==> src/rtl/dmem_arbiter_if.sv <==
// dmem_arbiter_if: one master's request/ack channel into dmem_arbiter.
interface dmem_arbiter_if #(
    parameter int AW = 32,
    parameter int DW = 32
);
    logic          req, we, lock, ack;
    logic [AW-1:0] addr;
    logic [DW-1:0] wdata, rdata;
    modport master (output req, we, lock, addr, wdata, input ack, rdata);
    modport slave  (input req, we, lock, addr, wdata, output ack, rdata);
endinterface

==> src/rtl/dmem_arbiter.sv <==
// dmem_arbiter: two-master arbiter for the shared DMEM port with registered grant and capped locked bursts.
// Define ARB_FIXED_PRIO_EN to make m0 win every tie instead of round-robin alternation.
module dmem_arbiter #(
    parameter int AW        = 32,
    parameter int DW        = 32,
    parameter int MAX_BURST = 16
) (
    input  logic          clk,
    input  logic          resetn,
    dmem_arbiter_if.slave m0,
    dmem_arbiter_if.slave m1,
    output logic          dmem_we,
    output logic [AW-1:0] dmem_addr,
    output logic [DW-1:0] dmem_wdata,
    input  logic [DW-1:0] dmem_rdata,
    output logic [1:0]    grant,
    output logic          busy
);
    localparam int CW = $clog2(MAX_BURST) + 1;
    localparam logic [1:0] IDLE = 2'd0, GNT0 = 2'd1, GNT1 = 2'd2;
    logic [1:0]    state, state_nx;
    logic [CW-1:0] beat_cnt;
    logic          g0, g1, pick1, stay;
`ifndef ARB_FIXED_PRIO_EN
    logic          last;
`endif
    assign g0 = state == GNT0;
    assign g1 = state == GNT1;
`ifdef ARB_FIXED_PRIO_EN
    assign pick1 = m1.req & ~m0.req;
`else
    assign pick1 = m1.req & (~m0.req | ~last);
`endif
    // the owner keeps the port only while requesting with lock and below the beat cap
    assign stay     = (g0 ? m0.req & m0.lock : m1.req & m1.lock) & (beat_cnt < CW'(MAX_BURST));
    assign state_nx = state == IDLE ? (pick1 ? GNT1 : m0.req ? GNT0 : IDLE) : stay ? state : IDLE;
    always_comb begin
        dmem_we    = g0 ? m0.we & m0.req : g1 ? m1.we & m1.req : 1'b0;
        dmem_addr  = g0 ? m0.addr : g1 ? m1.addr : '0;
        dmem_wdata = g0 ? m0.wdata : g1 ? m1.wdata : '0;
    end
    assign m0.ack   = g0;
    assign m1.ack   = g1;
    assign m0.rdata = g0 ? dmem_rdata : '0;
    assign m1.rdata = g1 ? dmem_rdata : '0;
    assign grant    = {g1, g0};
    assign busy     = g0 | g1;
    always_ff @(posedge clk or negedge resetn) begin
        if (!resetn) begin
            state    <= IDLE;
            beat_cnt <= '0;
`ifndef ARB_FIXED_PRIO_EN
            last     <= 1'b1;
`endif
        end else begin
            state <= state_nx;
            if (state == IDLE)
                beat_cnt <= state_nx != IDLE ? CW'(1) : beat_cnt;
            else if (stay)
                beat_cnt <= beat_cnt + CW'(1);
`ifndef ARB_FIXED_PRIO_EN
            if (state != IDLE && !stay)
                last <= g1;
`endif
        end
    end
endmodule
==> src/flat_wrapper.sv <==
// flat-port wrapper written by rule: the top's interface ports become plain ports
module dmem_arbiter_flat 
#(
    parameter int AW        = 32,
    parameter int DW        = 32,
    parameter int MAX_BURST = 16
)
  (clk, resetn, dmem_we, dmem_addr, dmem_wdata, dmem_rdata, grant, busy, m0_req, m0_we, m0_lock, m0_addr, m0_wdata, m0_ack, m0_rdata, m1_req, m1_we, m1_lock, m1_addr, m1_wdata, m1_ack, m1_rdata);
  dmem_arbiter_if #(.AW(AW), .DW(DW)) m0_i ();
  dmem_arbiter_if #(.AW(AW), .DW(DW)) m1_i ();
  input  logic clk;
  input  logic resetn;
  output logic dmem_we;
  output logic [AW-1:0] dmem_addr;
  output logic [DW-1:0] dmem_wdata;
  input  logic [DW-1:0] dmem_rdata;
  output logic [1:0] grant;
  output logic busy;
  input wire logic [$bits(m0_i.req)-1:0] m0_req;
  input wire logic [$bits(m0_i.we)-1:0] m0_we;
  input wire logic [$bits(m0_i.lock)-1:0] m0_lock;
  input wire logic [$bits(m0_i.addr)-1:0] m0_addr;
  input wire logic [$bits(m0_i.wdata)-1:0] m0_wdata;
  output wire logic [$bits(m0_i.ack)-1:0] m0_ack;
  output wire logic [$bits(m0_i.rdata)-1:0] m0_rdata;
  input wire logic [$bits(m1_i.req)-1:0] m1_req;
  input wire logic [$bits(m1_i.we)-1:0] m1_we;
  input wire logic [$bits(m1_i.lock)-1:0] m1_lock;
  input wire logic [$bits(m1_i.addr)-1:0] m1_addr;
  input wire logic [$bits(m1_i.wdata)-1:0] m1_wdata;
  output wire logic [$bits(m1_i.ack)-1:0] m1_ack;
  output wire logic [$bits(m1_i.rdata)-1:0] m1_rdata;
  assign m0_i.req = m0_req;
  assign m0_i.we = m0_we;
  assign m0_i.lock = m0_lock;
  assign m0_i.addr = m0_addr;
  assign m0_i.wdata = m0_wdata;
  assign m0_ack = m0_i.ack;
  assign m0_rdata = m0_i.rdata;
  assign m1_i.req = m1_req;
  assign m1_i.we = m1_we;
  assign m1_i.lock = m1_lock;
  assign m1_i.addr = m1_addr;
  assign m1_i.wdata = m1_wdata;
  assign m1_ack = m1_i.ack;
  assign m1_rdata = m1_i.rdata;
  dmem_arbiter #(.AW(AW), .DW(DW), .MAX_BURST(MAX_BURST)) u_core (.clk(clk), .resetn(resetn), .m0(m0_i), .m1(m1_i), .dmem_we(dmem_we), .dmem_addr(dmem_addr), .dmem_wdata(dmem_wdata), .dmem_rdata(dmem_rdata), .grant(grant), .busy(busy));
endmodule
==> config.mk <==
export PLATFORM = sky130hd
export DESIGN_NAME = dmem_arbiter_flat
export DESIGN_NICKNAME = d
export VERILOG_FILES = /design/src/rtl/dmem_arbiter_if.sv /design/src/rtl/dmem_arbiter.sv /design/src/flat_wrapper.sv
export SDC_FILE = /design/constraint.sdc
export NUM_CORES = 1
export LEC_CHECK = 0
export BUFFER_PORTS_ARGS = -buffer_cell sky130_fd_sc_hd__buf_2
export CAP_MARGIN = 0
export CORE_AREA = 5 5 113 115
export CTS_CLUSTER_DIAMETER = 150
export DETAILED_ROUTE_END_ITERATION = 10
export DIE_AREA = 0 0 118 120
export MAX_ROUTING_LAYER = met4
export SLEW_MARGIN = 10
export SYNTH_ARGS = -nofsm -noshare
export SYNTH_HDL_FRONTEND = slang
export SYNTH_SLANG_ARGS = --single-unit
==> constraint.sdc <==
create_clock -name clk -period 3 [get_ports clk]
set_clock_uncertainty 0.1 [all_clocks]
set_input_delay 0.3 -clock clk [delete_from_list [all_inputs] [get_ports clk]]
set_output_delay 0.3 -clock clk [all_outputs]
set_load 0.005 [all_outputs]
==> results.py, run 1 <==
metrics = {
    "sta": {
        "slew-limit-headroom": 0.654,
        "timing.final.max_slew_violations": 0,
        "final.min_clock_period_ns": 2.34,
        "hold_violations": 0,
        "tcrit_tclk_final": 0.779,
        "fmax_ghz": 0.428,
        "worstMarginPinSlew_ns": 0.518,
        "rsz0062_at_grt": "false",
        "setup-tns-final_ns": 0,
        "setup_viol": 0,
    },
    "critical_path": {
        "top_cell_family_by_delay_on_the_critical_path": "buffers and inverters",
        "crit_required_ns": 2.60,
        "timing.critical_path.cells": "inv_1, ha_1, nor2b_4, buf_4, a22o_1, buf_2",
        "cp_max_fo": 19,
        "crit_path_max_incr_delay_ns": 0.47,
        "start_to_end_type_of_the_worst_setup_path": "reg -> out",
        "timing.critical_path.from_type": "register",
        "worst_r2r_path_depth": 5,
        "worstSetupEndpointType": "output port",
        "slowest_stage": "sky130_fd_sc_hd__nor2b_4",
        "worst-r2r-setup-slack_ns": 1.24,
        "worst_r2r_endpoint": "u_core.beat_cnt[1]",
        "r2r-start": "u_core.state[0]",
        "worstPathArrival_ns": 1.94,
        "critical_path_buf_inv_count": 3,
    },
    "routing": {
        "via_count": 2682,
        "wl_per_cell_um": 15.8,
        "via_per_inst": 4.16,
        "postRouteWirelength_um": 10200,
        "count_of_unresolved_drc_violations_after_routing": 0,
        "drtIter0Drc": 121,
        "postRouteAntennaNets": 0,
        "dr.pass1.iters": 4,
    },
    "run": {
        "cap_viol_max_count": 0,
    },
    "yosys": {
        "yosysWarningCount": 0,
        "synth_top_family_by_area": "compound AO/OA/AOI/OAI gates",
        "synth_ff_type": "sky130_fd_sc_hd__dfrtp_1",
        "synth-adder-area-share": 0.0320,
        "synth_sequential_area_ratio": 0.129,
        "yosys.area_share.simple": 0.328,
        "post_synthesis_compound_gate_area_fraction": 0.414,
        "synth.ff_latch_count": 8,
        "synth_enable_flop_cells": 0,
        "post_synth_inst_count": 203,
        "number_of_distinct_library_cells_after_synthesis": 27,
        "synth_fp_nets": 375,
        "syn-mean-instance-area_um2": 7.71,
        "synthArstFlopShare": 1.00,
        "synth_top_area_cell": "sky130_fd_sc_hd__a22o_1",
        "area_of_the_mapped_netlist_um2": 1570,
        "synth_top_area_share": 0.358,
        "xor_xnor_share_of_the_synthesized_area": 0,
        "synth.top_cells.by_area": "sky130_fd_sc_hd__a22o_1 (36%), sky130_fd_sc_hd__and2_1 (26%), sky130_fd_sc_hd__dfrtp_1 (11%), sky130_fd_sc_hd__ha_1 (3.2%), sky130_fd_sc_hd__buf_2 (2.9%)",
        "yosys-mux-area-fraction": 0.0160,
    },
    "power_and_ir_drop": {
        "leakage_uw": 0.00208,
        "total_power_uw": 1910,
        "ir_drop_uv": 333,
        "power.density_nw_per_um2": 573,
    },
    "die": {
        "fp-row-count": 40,
        "chipHeight_um": 120,
        "num_io_pins": 302,
        "fp.dieW_um": 118,
        "initial_core_util": 0.134,
        "core_area_um2": 11700,
        "fp.dieArea_um2": 14200,
    },
    "clock_tree": {
        "ctsRootBufferMaster": "sky130_fd_sc_hd__clkbuf_16",
        "tritoncts_buffer_count": 3,
        "clk-insertion-delay-late_ns": 0.24,
        "clock_tree_from_tritoncts": "yes",
        "htree_levels": 1,
        "max_buffers_root_to_sink": 2,
        "clk_pin_slew_worst_paths_ns": 0.04,
        "cts.sink_count": 8,
        "postCtsSetupBuffers": 0,
    },
    "global_route": {
        "grt.overflow.total": 0,
        "grt.total_usage": 0.132,
        "grt_start_max_net_pins": 46,
        "number_of_antenna_violations_at_the_first_check_in_global_routing": 5,
        "number_of_global_route_vias_before_repair": 2534,
        "grt_first_pass_wirelength_um": 14700,
    },
    "layout": {
        "area_growth_pct": 113,
        "layout.filler_cells": 1300,
        "drive_gt1_frac": 0.650,
        "final_nets": 665,
    },
    "outcome": {
        "outcome": "completed",
    },
    "worst_hold_path": {
        "holdPathStages": 3,
        "hold_start": "m1_req",
        "hold_path_end": "u_core.state[1]",
        "worstHoldPathType": "in -> reg",
    },
    "placement": {
        "place.port_buffers": 301,
        "dp_hpwl_um": 8930,
        "finalWeightedCongestion": 0.884,
    },
}
metal layers:
metal  up-vias  wire length (um)  GRT usage
met5         -                 0          -
met4         0               111     0.0237
met3         7              1310     0.0589
met2       139              4790      0.202
met1      1211              3990      0.163
li1       1325                 -          -
how the worst max path moves through the flow:
stage	startpoint	endpoint	slack (ns)	cells past startpoint
floorplan	u_core.state[0]	dmem_we	1.21	7
global placement	u_core.state[0]	dmem_addr[21]	0.95	6
detailed placement	u_core.state[0]	dmem_addr[11]	0.92	6
CTS	u_core.state[0]	dmem_addr[11]	0.67	6
global route	u_core.state[0]	dmem_addr[11]	0.53	6
finish	u_core.state[0]	dmem_addr[11]	0.66	6
cell families after synthesis:
kind of cell,Yosys count
AND/OR/NAND/NOR,85
AO/OA/AOI/OAI,76
multiplexers,2
adder cells (fa/ha/maj),4
flip-flops,8
buffers and inverters,28
cells in the final DEF (no fill, tap or decap), types with 2 or more instances in the layout:
| cell | count |
|---|---|
| sky130_fd_sc_hd__and2_1 | 65 |
| sky130_fd_sc_hd__a31o_1 | 2 |
| sky130_fd_sc_hd__buf_2 | 301 |
| sky130_fd_sc_hd__nand3_1 | 3 |
| sky130_fd_sc_hd__o21ai_0 | 5 |
| sky130_fd_sc_hd__diode_2 | 5 |
| sky130_fd_sc_hd__a22o_1 | 64 |
| sky130_fd_sc_hd__clkbuf_16 | 3 |
| sky130_fd_sc_hd__inv_1 | 4 |
| sky130_fd_sc_hd__nand2_1 | 9 |
| sky130_fd_sc_hd__buf_4 | 6 |
| sky130_fd_sc_hd__dfrtp_1 | 7 |
| sky130_fd_sc_hd__ha_1 | 3 |
| sky130_fd_sc_hd__nor2_1 | 2 |
stage by stage:
step	worst slack, ns	std cells	instance area (um^2)	utilization	hold slack (ns)
after detailed placement	0.925	634	3230	0.276	0.0622
final	0.664	644	3330	0.284	0.273
after floorplan	1.21	203	1570	-	-0.0956
after global placement	0.952	634	3230	0.276	0.0607
after global routing	0.534	644	3330	0.284	0.291
after CTS	0.668	639	3320	0.283	0.277
area by class of cell:
| type | count | area, um^2 | area share |
|---|---|---|---|
| timing repair buffer | 309 | 1580 | 0.475 |
| multi-input combinational | 167 | 1260 | 0.377 |
| sequential | 8 | 201 | 0.0605 |
| tap | 147 | 184 | 0.0552 |
| clock buffer | 4 | 78.8 | 0.0237 |
| inverter | 4 | 15.0 | 0.00451 |
| antenna | 5 | 12.5 | 0.00376 |
synthesized netlist by cell type (all sizes together), types with 2 or more instances:
cell type	n
and2	65
a22o	64
buf	12
clkbuf	12
nand2	9
dfrtp	7
o21ai	5
ha	4
inv	4
nand3	4
nor2	3
a21oi	2
a31o	2
tightest hold or removal path: stages:
cell and delay, ns:
sky130_fd_sc_hd__buf_2 0.13, sky130_fd_sc_hd__nand3_1 0.06, sky130_fd_sc_hd__o21ai_0 0.06
sequential cells by signal (all words and copies together) (netlist names):
| name | cells |
|---|---|
| u_core.state | 2 |
| u_core.beat_cnt | 5 |
| u_core.last | 1 |
where the power goes:
part           switching (uW)  internal, uW  total, uW
clock network            58.8           178        236
registers                26.9           141        168
logic                     721           783       1500
total                     806          1100       1910
timing repair:
action | CTS | global route
hold buffers | 1 | 0
endpoints found under the hold margin | 7 | 0
gates resized for setup | 0 | 0
Power figures use the tool's default switching activity.
==> inputs of run 2 (changes only) <==
--- a/config.mk
+++ b/config.mk
@@ -7,10 +7,10 @@
 export LEC_CHECK = 0
 export BUFFER_PORTS_ARGS = -buffer_cell sky130_fd_sc_hd__buf_2
 export CAP_MARGIN = 0
-export CORE_AREA = 5 5 113 115
+export CORE_AREA = 5 5 114 116
 export CTS_CLUSTER_DIAMETER = 150
 export DETAILED_ROUTE_END_ITERATION = 10
-export DIE_AREA = 0 0 118 120
+export DIE_AREA = 0 0 119 121
 export MAX_ROUTING_LAYER = met4
 export SLEW_MARGIN = 10
 export SYNTH_ARGS = -nofsm -noshare
==> constraint.sdc (replaced) <==
create_clock -name clk -period 2.3 [get_ports clk]
set_clock_uncertainty 0.1 [all_clocks]
set_input_delay 0.23 -clock clk [delete_from_list [all_inputs] [get_ports clk]]
set_output_delay 0.23 -clock clk [all_outputs]
set_load 0.005 [all_outputs]
==> run 2 against run 1 <==
Power is 36% higher; die area is 1.7% higher; routed wire length is 8.7% higher; critical path type unchanged; highest routed layer unchanged.
==> results.py, run 2 (synthesis results as in run 1) <==
metrics = {
    "critical_path": {
        "worst-r2r-setup-slack_ns": 0.22,
        "worstPathArrival_ns": 1.77,
        "worst_r2r_path_depth": 7,
        "timing.critical_path.from_type": "register",
        "crit_required_ns": 1.97,
        "worst_r2r_endpoint": "u_core.beat_cnt[1]",
        "cp_common_cell": "sky130_fd_sc_hd__buf_4",
        "cp_max_fo": 8,
        "start_to_end_type_of_the_worst_setup_path": "reg -> out",
        "timing.critical_path.cells": "inv_1, ha_1, nor2b_4, buf_4, buf_4, a22o_1, buf_2",
        "r2r-start": "u_core.state[1]",
        "critical_path_buf_inv_count": 4,
        "setup.worst_path.end": "dmem_wdata[17]",
        "worstSetupPathDepth": 7,
        "top_cell_family_by_delay_on_the_critical_path": "buffers and inverters",
        "slowest_stage": "sky130_fd_sc_hd__dfrtp_1",
        "critPathLaunch": "u_core.state[0]",
        "crit_path_max_incr_delay_ns": 0.41,
        "worstSetupEndpointType": "output port",
    },
    "layout": {
        "reg_top3": "u_core.beat_cnt (5), u_core.state (2), u_core.last (1)",
        "registers.top_by_ff_count": "u_core.beat_cnt",
        "most_common_cell_after_layout_fill_and_taps_aside": "sky130_fd_sc_hd__buf_2",
        "stdcell_area_um2": 3390,
        "area_growth_pct": 116,
        "largest_register_ffs": 5,
        "leading_cell_types_in_the_layout_fill_and_taps_excluded": "sky130_fd_sc_hd__buf_2 (301), sky130_fd_sc_hd__and2_1 (65), sky130_fd_sc_hd__a22o_1 (64)",
        "final_nets": 670,
        "drive_gt1_frac": 0.654,
    },
    "clock_tree": {
        "ctsRootBufferMaster": "sky130_fd_sc_hd__clkbuf_16",
        "clk-insertion-delay-late_ns": 0.24,
        "max_buffers_root_to_sink": 2,
        "tritoncts_buffer_count": 3,
        "cts.sink_count": 8,
        "clk_pin_slew_worst_paths_ns": 0.04,
        "htree_levels": 1,
        "clock_tree_from_tritoncts": "yes",
    },
    "routing": {
        "via_count": 2643,
        "postRouteWirelength_um": 11100,
        "drtIter0Drc": 108,
        "wl_per_cell_um": 17.1,
        "dr.pass1.iters": 4,
        "via_per_inst": 4.07,
        "postRouteAntennaNets": 0,
        "count_of_unresolved_drc_violations_after_routing": 0,
    },
    "sta": {
        "hold_violations": 0,
        "setup_viol": 0,
        "final.min_clock_period_ns": 2.10,
        "timing.final.max_slew_violations": 0,
        "rsz0062_at_grt": "false",
        "tcrit_tclk_final": 0.914,
        "slew-limit-headroom": 0.685,
        "worstMarginPinSlew_ns": 0.471,
        "fmax_ghz": 0.476,
        "setup-tns-final_ns": 0,
    },
    "global_route": {
        "number_of_antenna_violations_at_the_first_check_in_global_routing": 5,
        "grt_start_max_net_pins": 103,
        "grt.overflow.total": 0,
        "grt_first_pass_wirelength_um": 15400,
        "number_of_global_route_vias_before_repair": 2610,
        "grt.total_usage": 0.139,
    },
    "power_and_ir_drop": {
        "power.density_nw_per_um2": 765,
        "ir_drop_uv": 559,
        "leakage_uw": 0.00211,
    },
    "placement": {
        "dpl-instance-area_um2": 3230,
        "dp_hpwl_um": 9350,
        "finalWeightedCongestion": 0.881,
        "place.port_buffers": 301,
    },
    "run": {
        "cap_viol_max_count": 0,
    },
    "worst_hold_path": {
        "hold_start": "m1_req",
        "worstHoldPathType": "in -> reg",
    },
    "die": {
        "initial_core_util": 0.133,
        "fp.dieW_um": 119,
        "num_io_pins": 302,
        "chipHeight_um": 121,
        "fp.dieArea_um2": 14400,
        "core_area_um2": 11800,
        "fp-row-count": 40,
    },
    "outcome": {
        "outcome": "completed",
    },
}
==> run 2: cell count changes in the layout (fill, tap and decap cells not counted), sizes merged <==
cell | before | now
buf | 308 | 312
nor2b | 1 | 2
==> run 2: final cells by class <==
| class | instances | area, um^2 |
|---|---|---|
| antenna | 5 | 12.5 |
| tap | 147 | 184 |
| inverter | 4 | 15.0 |
| clock buffer | 4 | 78.8 |
| fill | 1297 | 8430 |
| sequential | 8 | 201 |
| timing repair buffer | 313 | 1620 |
| multi-input combinational | 168 | 1270 |
==> run 2: per-stage QoR <==
stage / util / std cells / worst slack (ns) / power, uW / hold WS (ns)
final: 0.287 / 649 / 0.199 / 2590 / 0.210
after global routing: 0.287 / 649 / 0.0831 / 2810 / 0.233
after global placement: 0.273 / 634 / 0.0855 / 2210 / -0.0130
after detailed placement: 0.273 / 634 / 0.0390 / 2200 / -0.0173
after floorplan: - / 203 / 0.584 / 1260 / -0.166
after CTS: 0.286 / 644 / 0.125 / 2630 / 0.210
==> run 2: timing repair <==
action | in CTS | in global routing
hold buffers | 1 | 0
hold endpoints to repair | 8 | 0
endpoints found under the setup margin | 49 | 0
buffers inserted | 4 | 0
resized for setup | 1 | 0
==> run 2: worst reg2reg max path, cell delays in order (launching register included) <==
cell	delay, ns
sky130_fd_sc_hd__dfrtp_1	0.39
sky130_fd_sc_hd__inv_1	0.13
sky130_fd_sc_hd__ha_4	0.21
sky130_fd_sc_hd__buf_12	0.34
sky130_fd_sc_hd__nand3_2	0.15
sky130_fd_sc_hd__a21oi_4	0.27
sky130_fd_sc_hd__o21ai_0	0.16
sky130_fd_sc_hd__a22o_1	0.21
==> run 2: worst min path at each step <==
| stage | cells past startpoint | endpoint | slack (ns) |
|---|---|---|---|
| floorplan | 0 | u_core.beat_cnt[0] | -0.17 |
| global placement | 1 | u_core.beat_cnt[4] | -0.01 |
| detailed placement | 1 | u_core.beat_cnt[4] | -0.02 |
| CTS | 3 | u_core.state[1] | 0.21 |
| global route | 3 | u_core.state[1] | 0.23 |
| finish | 3 | u_core.state[1] | 0.21 |
==> run 2: report_power, final <==
group          switching [uW]  leakage (uW)  internal, uW  total [uW]
clock network            75.8     0.0000382           232         307
registers                32.7      0.000101           183         216
logic                     992       0.00197          1080        2070
==> run 2: routing by layer <==
metal  vias up  part of all wire  global-route usage
met5         -                 0                   -
met4         0             0.017              0.0485
met3         9             0.077              0.0275
met2       141              0.53               0.241
met1      1159              0.38               0.159
li1       1334                 -                   -
